<file path="src/rtl/axis_flit_deserializer_pkg.sv">
// Shared width helpers for the flit deserializer slice.
package axis_flit_deserializer_pkg;

   // Index width that stays at least one bit wide for single-entry ranges.
   function automatic int idx_width(input int n);
      return (n > 1) ? $clog2(n) : 1;
   endfunction

   // Width able to hold the values 0..n inclusive.
   function automatic int cnt_width(input int n);
      return $clog2(n + 1);
   endfunction

endpackage

</file>
<file path="src/rtl/axis_flit_deserializer_chk.sv">
// Protocol checks for the deserializer: buffer overflow, credit pulses, AXIS hold rules.
module axis_flit_deserializer_chk #(
   parameter int TDATA_WIDTH = 512,
   parameter int DEST_WIDTH  = 6
) (
   input logic                   clk,
   input logic                   rst_n,
   input logic                   push_i,
   input logic                   full_i,
   input logic                   pop_i,
   input logic                   overflow_i,
   input logic                   credit_i,
   input logic                   tvalid_i,
   input logic                   tready_i,
   input logic [TDATA_WIDTH-1:0] tdata_i,
   input logic                   tlast_i,
   input logic [DEST_WIDTH-1:0]  tdest_i
);
   a_full_push_flagged: assert property (@(posedge clk) disable iff (!rst_n)
      (push_i && full_i && !pop_i) |=> overflow_i);

   a_credit_one_per_pop: assert property (@(posedge clk) disable iff (!rst_n)
      credit_i |-> $past(pop_i));

   a_axis_hold: assert property (@(posedge clk) disable iff (!rst_n)
      (tvalid_i && !tready_i) |=>
         (tvalid_i && $stable(tdata_i) && $stable(tlast_i) && $stable(tdest_i)));

endmodule

</file>
<file path="src/rtl/axis_flit_deserializer_fifo.sv">
// Flit buffer with a registered credit pulse per pop; the upstream credit pool equals DEPTH.
module axis_flit_deserializer_fifo
   import axis_flit_deserializer_pkg::*;
#(
   parameter int WIDTH      = 8,
   parameter int DEPTH      = 4,
   parameter int FORCE_MLAB = 0
) (
   input  logic             clk,
   input  logic             rst_n,
   input  logic             push_i,
   input  logic [WIDTH-1:0] wr_data_i,
   input  logic             pop_i,
   output logic [WIDTH-1:0] rd_data_o,
   output logic             empty_o,
   output logic             full_o,
   output logic             overflow_o,
   output logic             credit_o
);
   localparam int PTR_W = idx_width(DEPTH);
   localparam int CNT_W = cnt_width(DEPTH);

   logic [PTR_W-1:0] wr_ptr_q, rd_ptr_q;
   logic [CNT_W-1:0] count_q;
   logic             overflow_q, credit_q;
   logic             do_pop, do_push;

   function automatic logic [PTR_W-1:0] next_ptr(input logic [PTR_W-1:0] p);
      return (p == PTR_W'(DEPTH - 1)) ? PTR_W'(0) : p + PTR_W'(1);
   endfunction

   assign empty_o = (count_q == CNT_W'(0));
   assign full_o  = (count_q == CNT_W'(DEPTH));
   assign do_pop  = pop_i && !empty_o;
   // A pop in the same cycle frees the slot, so a push into a full buffer is still taken.
   assign do_push = push_i && (!full_o || do_pop);

   // Pointers, occupancy, sticky overflow and credit pulse.
   always_ff @(posedge clk or negedge rst_n) begin
      if (!rst_n) begin
         wr_ptr_q   <= '0;
         rd_ptr_q   <= '0;
         count_q    <= '0;
         overflow_q <= 1'b0;
         credit_q   <= 1'b0;
      end else begin
         if (do_push) wr_ptr_q <= next_ptr(wr_ptr_q);
         if (do_pop)  rd_ptr_q <= next_ptr(rd_ptr_q);
         case ({do_push, do_pop})
            2'b10:   count_q <= count_q + CNT_W'(1);
            2'b01:   count_q <= count_q - CNT_W'(1);
            default: count_q <= count_q;
         endcase
         if (push_i && !do_push) overflow_q <= 1'b1;
         credit_q <= do_pop;
      end
   end

   if (FORCE_MLAB != 0) begin : g_mlab
      (* ramstyle = "MLAB, no_rw_check" *) logic [WIDTH-1:0] mem_q [DEPTH];
      // Storage write port.
      always_ff @(posedge clk) begin
         if (do_push) mem_q[wr_ptr_q] <= wr_data_i;
      end
      assign rd_data_o = mem_q[rd_ptr_q];
   end else begin : g_reg
      logic [WIDTH-1:0] mem_q [DEPTH];
      // Storage write port.
      always_ff @(posedge clk) begin
         if (do_push) mem_q[wr_ptr_q] <= wr_data_i;
      end
      assign rd_data_o = mem_q[rd_ptr_q];
   end

   assign overflow_o = overflow_q;
   assign credit_o   = credit_q;

endmodule

</file>
<file path="src/rtl/axis_flit_deserializer.sv">
// NoC ejection endpoint: buffers credit-controlled flits and reassembles LSB-first flits
// into AXI-Stream beats held in a single output register.
module axis_flit_deserializer
   import axis_flit_deserializer_pkg::*;
#(
   parameter int TDATA_WIDTH          = 512,
   parameter int DEST_WIDTH           = 6,
   parameter int SERIALIZATION_FACTOR = 4,
   parameter int FLIT_BUFFER_DEPTH    = 4,
   parameter int FORCE_MLAB           = 0,
   localparam int FLIT_WIDTH          = TDATA_WIDTH / SERIALIZATION_FACTOR
) (
   input  logic                   clk,
   input  logic                   rst_n,
   input  logic [FLIT_WIDTH-1:0]  data_in,
   input  logic [DEST_WIDTH-1:0]  dest_in,
   input  logic                   is_tail_in,
   input  logic                   send_in,
   output logic                   credit_out,
   output logic                   axis_tvalid,
   input  logic                   axis_tready,
   output logic [TDATA_WIDTH-1:0] axis_tdata,
   output logic                   axis_tlast,
   output logic [DEST_WIDTH-1:0]  axis_tdest,
   output logic                   overflow_err,
   output logic                   framing_err
);
   localparam int SF    = SERIALIZATION_FACTOR;
   localparam int IDX_W = idx_width(SF);

   typedef struct packed {
      logic [FLIT_WIDTH-1:0] data;
      logic [DEST_WIDTH-1:0] dest;
      logic                  is_tail;
   } flit_t;

   flit_t wr_flit, head;
   logic  empty, full, pop, last_idx, complete;
   logic [TDATA_WIDTH-1:0] beat;

   logic [IDX_W-1:0]       idx_q, idx_d;
   logic [TDATA_WIDTH-1:0] acc_q, acc_d, tdata_q, tdata_d;
   logic [DEST_WIDTH-1:0]  dest_q, dest_d, tdest_q, tdest_d;
   logic                   tvalid_q, tvalid_d, tlast_q, tlast_d, framing_q, framing_d;

   assign wr_flit = '{data: data_in, dest: dest_in, is_tail: is_tail_in};

   axis_flit_deserializer_fifo #(
      .WIDTH      ($bits(flit_t)),
      .DEPTH      (FLIT_BUFFER_DEPTH),
      .FORCE_MLAB (FORCE_MLAB)
   ) u_fifo (
      .clk        (clk),
      .rst_n      (rst_n),
      .push_i     (send_in),
      .wr_data_i  (wr_flit),
      .pop_i      (pop),
      .rd_data_o  (head),
      .empty_o    (empty),
      .full_o     (full),
      .overflow_o (overflow_err),
      .credit_o   (credit_out)
   );

   // Assembler: merge head flit into the partial beat and load the output register on completion.
   always_comb begin
      beat     = acc_q;
      beat[idx_q*FLIT_WIDTH +: FLIT_WIDTH] = head.data;
      last_idx = (idx_q == IDX_W'(SF - 1));
      complete = last_idx || head.is_tail;
      // Only a completing flit needs the output register free (or draining this cycle).
      pop      = !empty && (!complete || !tvalid_q || axis_tready);

      idx_d     = idx_q;
      acc_d     = acc_q;
      dest_d    = dest_q;
      framing_d = framing_q;
      tvalid_d  = (tvalid_q && axis_tready) ? 1'b0 : tvalid_q;
      tdata_d   = tdata_q;
      tlast_d   = tlast_q;
      tdest_d   = tdest_q;

      if (pop) begin
         if (idx_q == IDX_W'(0)) begin
            dest_d = head.dest;
         end else if (head.dest != dest_q) begin
            framing_d = 1'b1;
         end else begin
            dest_d = dest_q;
         end
         if (complete) begin
            if (!last_idx) framing_d = 1'b1;
            tvalid_d = 1'b1;
            tdata_d  = beat;
            tlast_d  = head.is_tail;
            tdest_d  = (idx_q == IDX_W'(0)) ? head.dest : dest_q;
            acc_d    = '0;
            idx_d    = '0;
         end else begin
            acc_d = beat;
            idx_d = idx_q + IDX_W'(1);
         end
      end else begin
         idx_d = idx_q;
      end
   end

   // Assembler and output register state.
   always_ff @(posedge clk or negedge rst_n) begin
      if (!rst_n) begin
         idx_q     <= '0;
         acc_q     <= '0;
         dest_q    <= '0;
         framing_q <= 1'b0;
         tvalid_q  <= 1'b0;
         tdata_q   <= '0;
         tlast_q   <= 1'b0;
         tdest_q   <= '0;
      end else begin
         idx_q     <= idx_d;
         acc_q     <= acc_d;
         dest_q    <= dest_d;
         framing_q <= framing_d;
         tvalid_q  <= tvalid_d;
         tdata_q   <= tdata_d;
         tlast_q   <= tlast_d;
         tdest_q   <= tdest_d;
      end
   end

   assign axis_tvalid = tvalid_q;
   assign axis_tdata  = tdata_q;
   assign axis_tlast  = tlast_q;
   assign axis_tdest  = tdest_q;
   assign framing_err = framing_q;

   axis_flit_deserializer_chk #(
      .TDATA_WIDTH (TDATA_WIDTH),
      .DEST_WIDTH  (DEST_WIDTH)
   ) u_chk (
      .clk        (clk),
      .rst_n      (rst_n),
      .push_i     (send_in),
      .full_i     (full),
      .pop_i      (pop),
      .overflow_i (overflow_err),
      .credit_i   (credit_out),
      .tvalid_i   (axis_tvalid),
      .tready_i   (axis_tready),
      .tdata_i    (axis_tdata),
      .tlast_i    (axis_tlast),
      .tdest_i    (axis_tdest)
   );

endmodule

</file>
<file path="config.mk">
export PLATFORM = sky130hd
export DESIGN_NAME = axis_flit_deserializer
export DESIGN_NICKNAME = d
export VERILOG_FILES = /design/src/rtl/axis_flit_deserializer_pkg.sv /design/src/rtl/axis_flit_deserializer_chk.sv /design/src/rtl/axis_flit_deserializer_fifo.sv /design/src/rtl/axis_flit_deserializer.sv
export SDC_FILE = /design/constraint.sdc
export NUM_CORES = 2
export LEC_CHECK = 0
export ABC_CLOCK_PERIOD_IN_PS = 5000
export CAP_MARGIN = 20
export CORE_ASPECT_RATIO = 1.2
export CORE_MARGIN = 8
export CORE_UTILIZATION = 50
export CTS_CLUSTER_DIAMETER = 60
export DETAILED_ROUTE_END_ITERATION = 8
export GPL_TIMING_DRIVEN = 0
export PLACE_DENSITY_LB_ADDON = 0.12
export SYNTH_ARGS = -nofsm -noshare
export SYNTH_HDL_FRONTEND = slang
export SYNTH_SLANG_ARGS = --single-unit
</file>
<file path="constraint.sdc">
create_clock -name clk -period 5 [get_ports clk]
set_clock_uncertainty 0.05 [all_clocks]
set_input_delay 1 -clock clk [delete_from_list [all_inputs] [get_ports clk]]
set_output_delay 1 -clock clk [all_outputs]
set_load 0.01 [all_outputs]
</file>
==> run_results.csv <==
group,metric,value,unit
synth,synth_area_leaders,"dfrtp_1 (42%), edfxtp_1 (26%), a22o_1 (5.5%)",
synth,synth_seq_area_share,68.6,%
worst_hold_path,holdCritPathClass,"in2async",
finish,syn_to_final_growth,23.5,%
routing,postRouteAntennaNets,0,
critical_path,crit_path_start_kind,"flip-flop",
synth,syn-cell-area,61900,um2
cts,postCtsSetupBuffers,0,
cts,clk_pin_slew,0.06,ns
synth,synth_ff_type,"dfrtp_1",
sta,slew_viol_final,0,
place,dp_hpwl,135,mm
critical_path,crit_required,5.64,ns
cts,ctsResizeCount,0,
global_routing,grt_overflow,0,
synth,synth_area_leader_cell,"dfrtp_1",
critical_path,worst-setup-path-type,"reg2reg",
global_routing,antenna_found_initial,52,
critical_path,path_buf_inv,5,
sta,setup_violations,0,
synth,async_flop_share,66.0,%
cts,cts_hold_buf,0,
place,place.gp.congestion,0.841,
critical_path,end_kind,"flip-flop",
synth,synth_edf_count,540,
critical_path,crit_chain,"buf_2 > mux4_2 > o211ai_2 > buf_4 > buf_2 > buf_2 > buf_2 > nand2_1 > o21ai_0",
die,coreArea,123000,um2
finish,post_route_cells_drive_above_1_share,10.1,%
die,row_count,141,
routing,wire_per_inst,26.6,um
sta,worst_pin_slew,0.987,ns
sta,min_period,3.64,ns
sta,rsz0062_at_grt,"false",
die,ios,662,
critical_path,crit_family,"buffers and inverters",
critical_path,max_stage_delay,0.67,ns
sta,fmax,274,MHz
cts,cts_tree,"built",
synth,synth.net_count,4797,
die,dieWidth,337,um
job,drv_cap,0,
synth,yosys.area.top_type_share,42.4,%
cts,numCtsBuffers,156,
routing,drtPass1Iterations,5,
global_routing,grt_pass1_vias,42500,
routing,vias,42500,
critical_path,crit_fanout,11,
critical_path,cp_common_cell,"buf_2",
synth,syn_area_per_cell,13.3,um2
die,start_util,50.4,%
sta,finalCritPeriodShare,72.9,%
routing,viasPerCell,5.82,
synth,synth_cell_types,41,
synth,yosysWarnings,0,
cts,cts_sinks,1590,
synth,ys_seq_elements,1590,
place,io_buffers,661,
synth,synth_most_common_cell,"dfrtp_1",
routing,routed_wl,194,mm
power_and_ir_drop,p_leak,30.9,nW
routing,drc,0,
sta,layout_setup_ws,1.36,ns
sta,hold_viol_final,0,
finish,fin_nets,5639,
place,pre_cts_ws,0.964,ns
power_and_ir_drop,powerDensity,603,nW/um2
cts,clk_latency,0.78,ns
cts,cts_root_buf,"clkbuf_16",
finish,fillers,9637,
critical_path,slowest_stage,"buf_2",
routing,first_iter_violations,3911,
critical_path,cp.arrival,4.29,ns
die,fp.dieArea,135000,um2
outcome,status,"finished, final reports clean",
cts,clockBufferDepth,3,
sta,final.setup.tns,0,ns
synth,synth_common_cells,"dfrtp_1 (1050), edfxtp_1 (540), nand2_1 (523), o21ai_0 (520), a21oi_1 (400)",
cts,htree_levels,4,
global_routing,grt_max_degree,173,
power_and_ir_drop,peakVddDrop,0.451,mV
synth,netlist_instances,4647,
sta,slew_headroom,34.2,%
die,die_height,402,um
global_routing,grt_pass1_wl,285,mm
global_routing,grt_usage,28.3,%
## layout make-up
class,instances,area [um2],share of cell area (%)
diodes,34,85.1,0.111
plain buffers,364,1590,2.07
repair buffers,684,7230,9.45
clock buffers,236,4510,5.90
flip-flops and latches,1590,42500,55.6
multi-input cells,2684,17800,23.3
clock inverters,54,631,0.825
well taps,1644,2060,2.69
inverters,9,33.8,0.0442
## final timing paths
kind | start | end | slack, ns | depth (start not counted)
setup / recovery | u_fifo.rd_ptr_q[1] | axis_tdata[174] | 1.36 | 9
hold / removal | rst_n | axis_tdata[41] | 0.09 | 1
setup reg to reg | u_fifo.rd_ptr_q[1] | axis_tdata[174] | 1.36 | 9
hold reg to reg | axis_tdata[483] | axis_tdata[483] | 0.42 | 2
max in group asynchronous | rst_n | acc_q[464] | 1.96 | 5
min in group clk | axis_tdata[483] | axis_tdata[483] | 0.42 | 2
## state kept, by name, indices dropped and copies added, names as in the netlist, 2 cells and up
register	cells
u_fifo.g_reg.mem_q	540
acc_q	512
axis_tdata	512
axis_tdest	6
dest_q	6
u_fifo.count_q	3
idx_q	2
u_fifo.rd_ptr_q	2
u_fifo.wr_ptr_q	2
## per-stage QoR
step	util, %	hold WS, ns	instance area, um2	power (mW)	instances
final	62.2	0.0873	76500	46.1	7299
after CTS	62.1	0.0541	76400	46.2	7265
after global placement	57.4	0.408	70600	34.2	6952
after global routing	62.1	0.0767	76400	48.0	7276
after floorplan	-	0.404	61900	25.9	4647
after detailed placement	57.9	0.416	71200	34.4	6975
## worst reg2reg max path: cells and delay by family (launching register included)
kind / cells / cell delay [ns]
AOI/OAI and AO/OA: 2 / 0.34
buffers and inverters: 5 / 2.26
muxes: 1 / 0.49
and+or+nand+nor: 1 / 0.10
DFF: 1 / 0.34
## routing by layer
metal  part of all wire, %  global-route usage (%)  vias to the layer above
met5                 0.052                       0                        -
met4                   4.4                    12.8                       16
met3                   8.7                    7.51                      335
met2                    46                    43.3                     1720
met1                    41                    38.0                    21800
li1                      -                       -                    18600
## cells in the final DEF (no fill, tap or decap), types with 12 or more instances in the layout
cell type and instances:
dfrtp_1 1050, a22o_1 386, clkbuf_8 17, o21ai_0 520
edfxtp_1 540, clkdlybuf4s50_1 660, a21oi_1 400, diode_2 34
clkinv_1 13, a22oi_1 128, nor2b_1 392, buf_2 163
buf_16 20, clkbuf_1 236, clkinv_2 13, bufinv_16 12
nand2_1 523, clkbuf_16 162, and2_1 129, mux4_2 135
## power by group
group / total (mW) / internal, mW / switching (mW)
sequential: 17.3 / 16.0 / 1.29
combinational: 16.9 / 5.41 / 11.5
clock: 11.9 / 6.88 / 5.04
## logic make-up (layout without fill, tap and decap cells)
group | Yosys count | after routing | synth area share, %
AO/OA/AOI/OAI | 1449 | 1449 | 14.6
other | 0 | 34 | 0
multiplexers | 148 | 148 | 5.13
adder cells (fa/ha/maj) | 11 | 11 | 0.234
XOR/XNOR | 7 | 7 | 0.0990
AND/OR/NAND/NOR | 1069 | 1069 | 8.69
flip-flops | 1590 | 1590 | 68.6
buffers and inverters | 373 | 1347 | 2.60
Power figures use the tool's default switching activity.
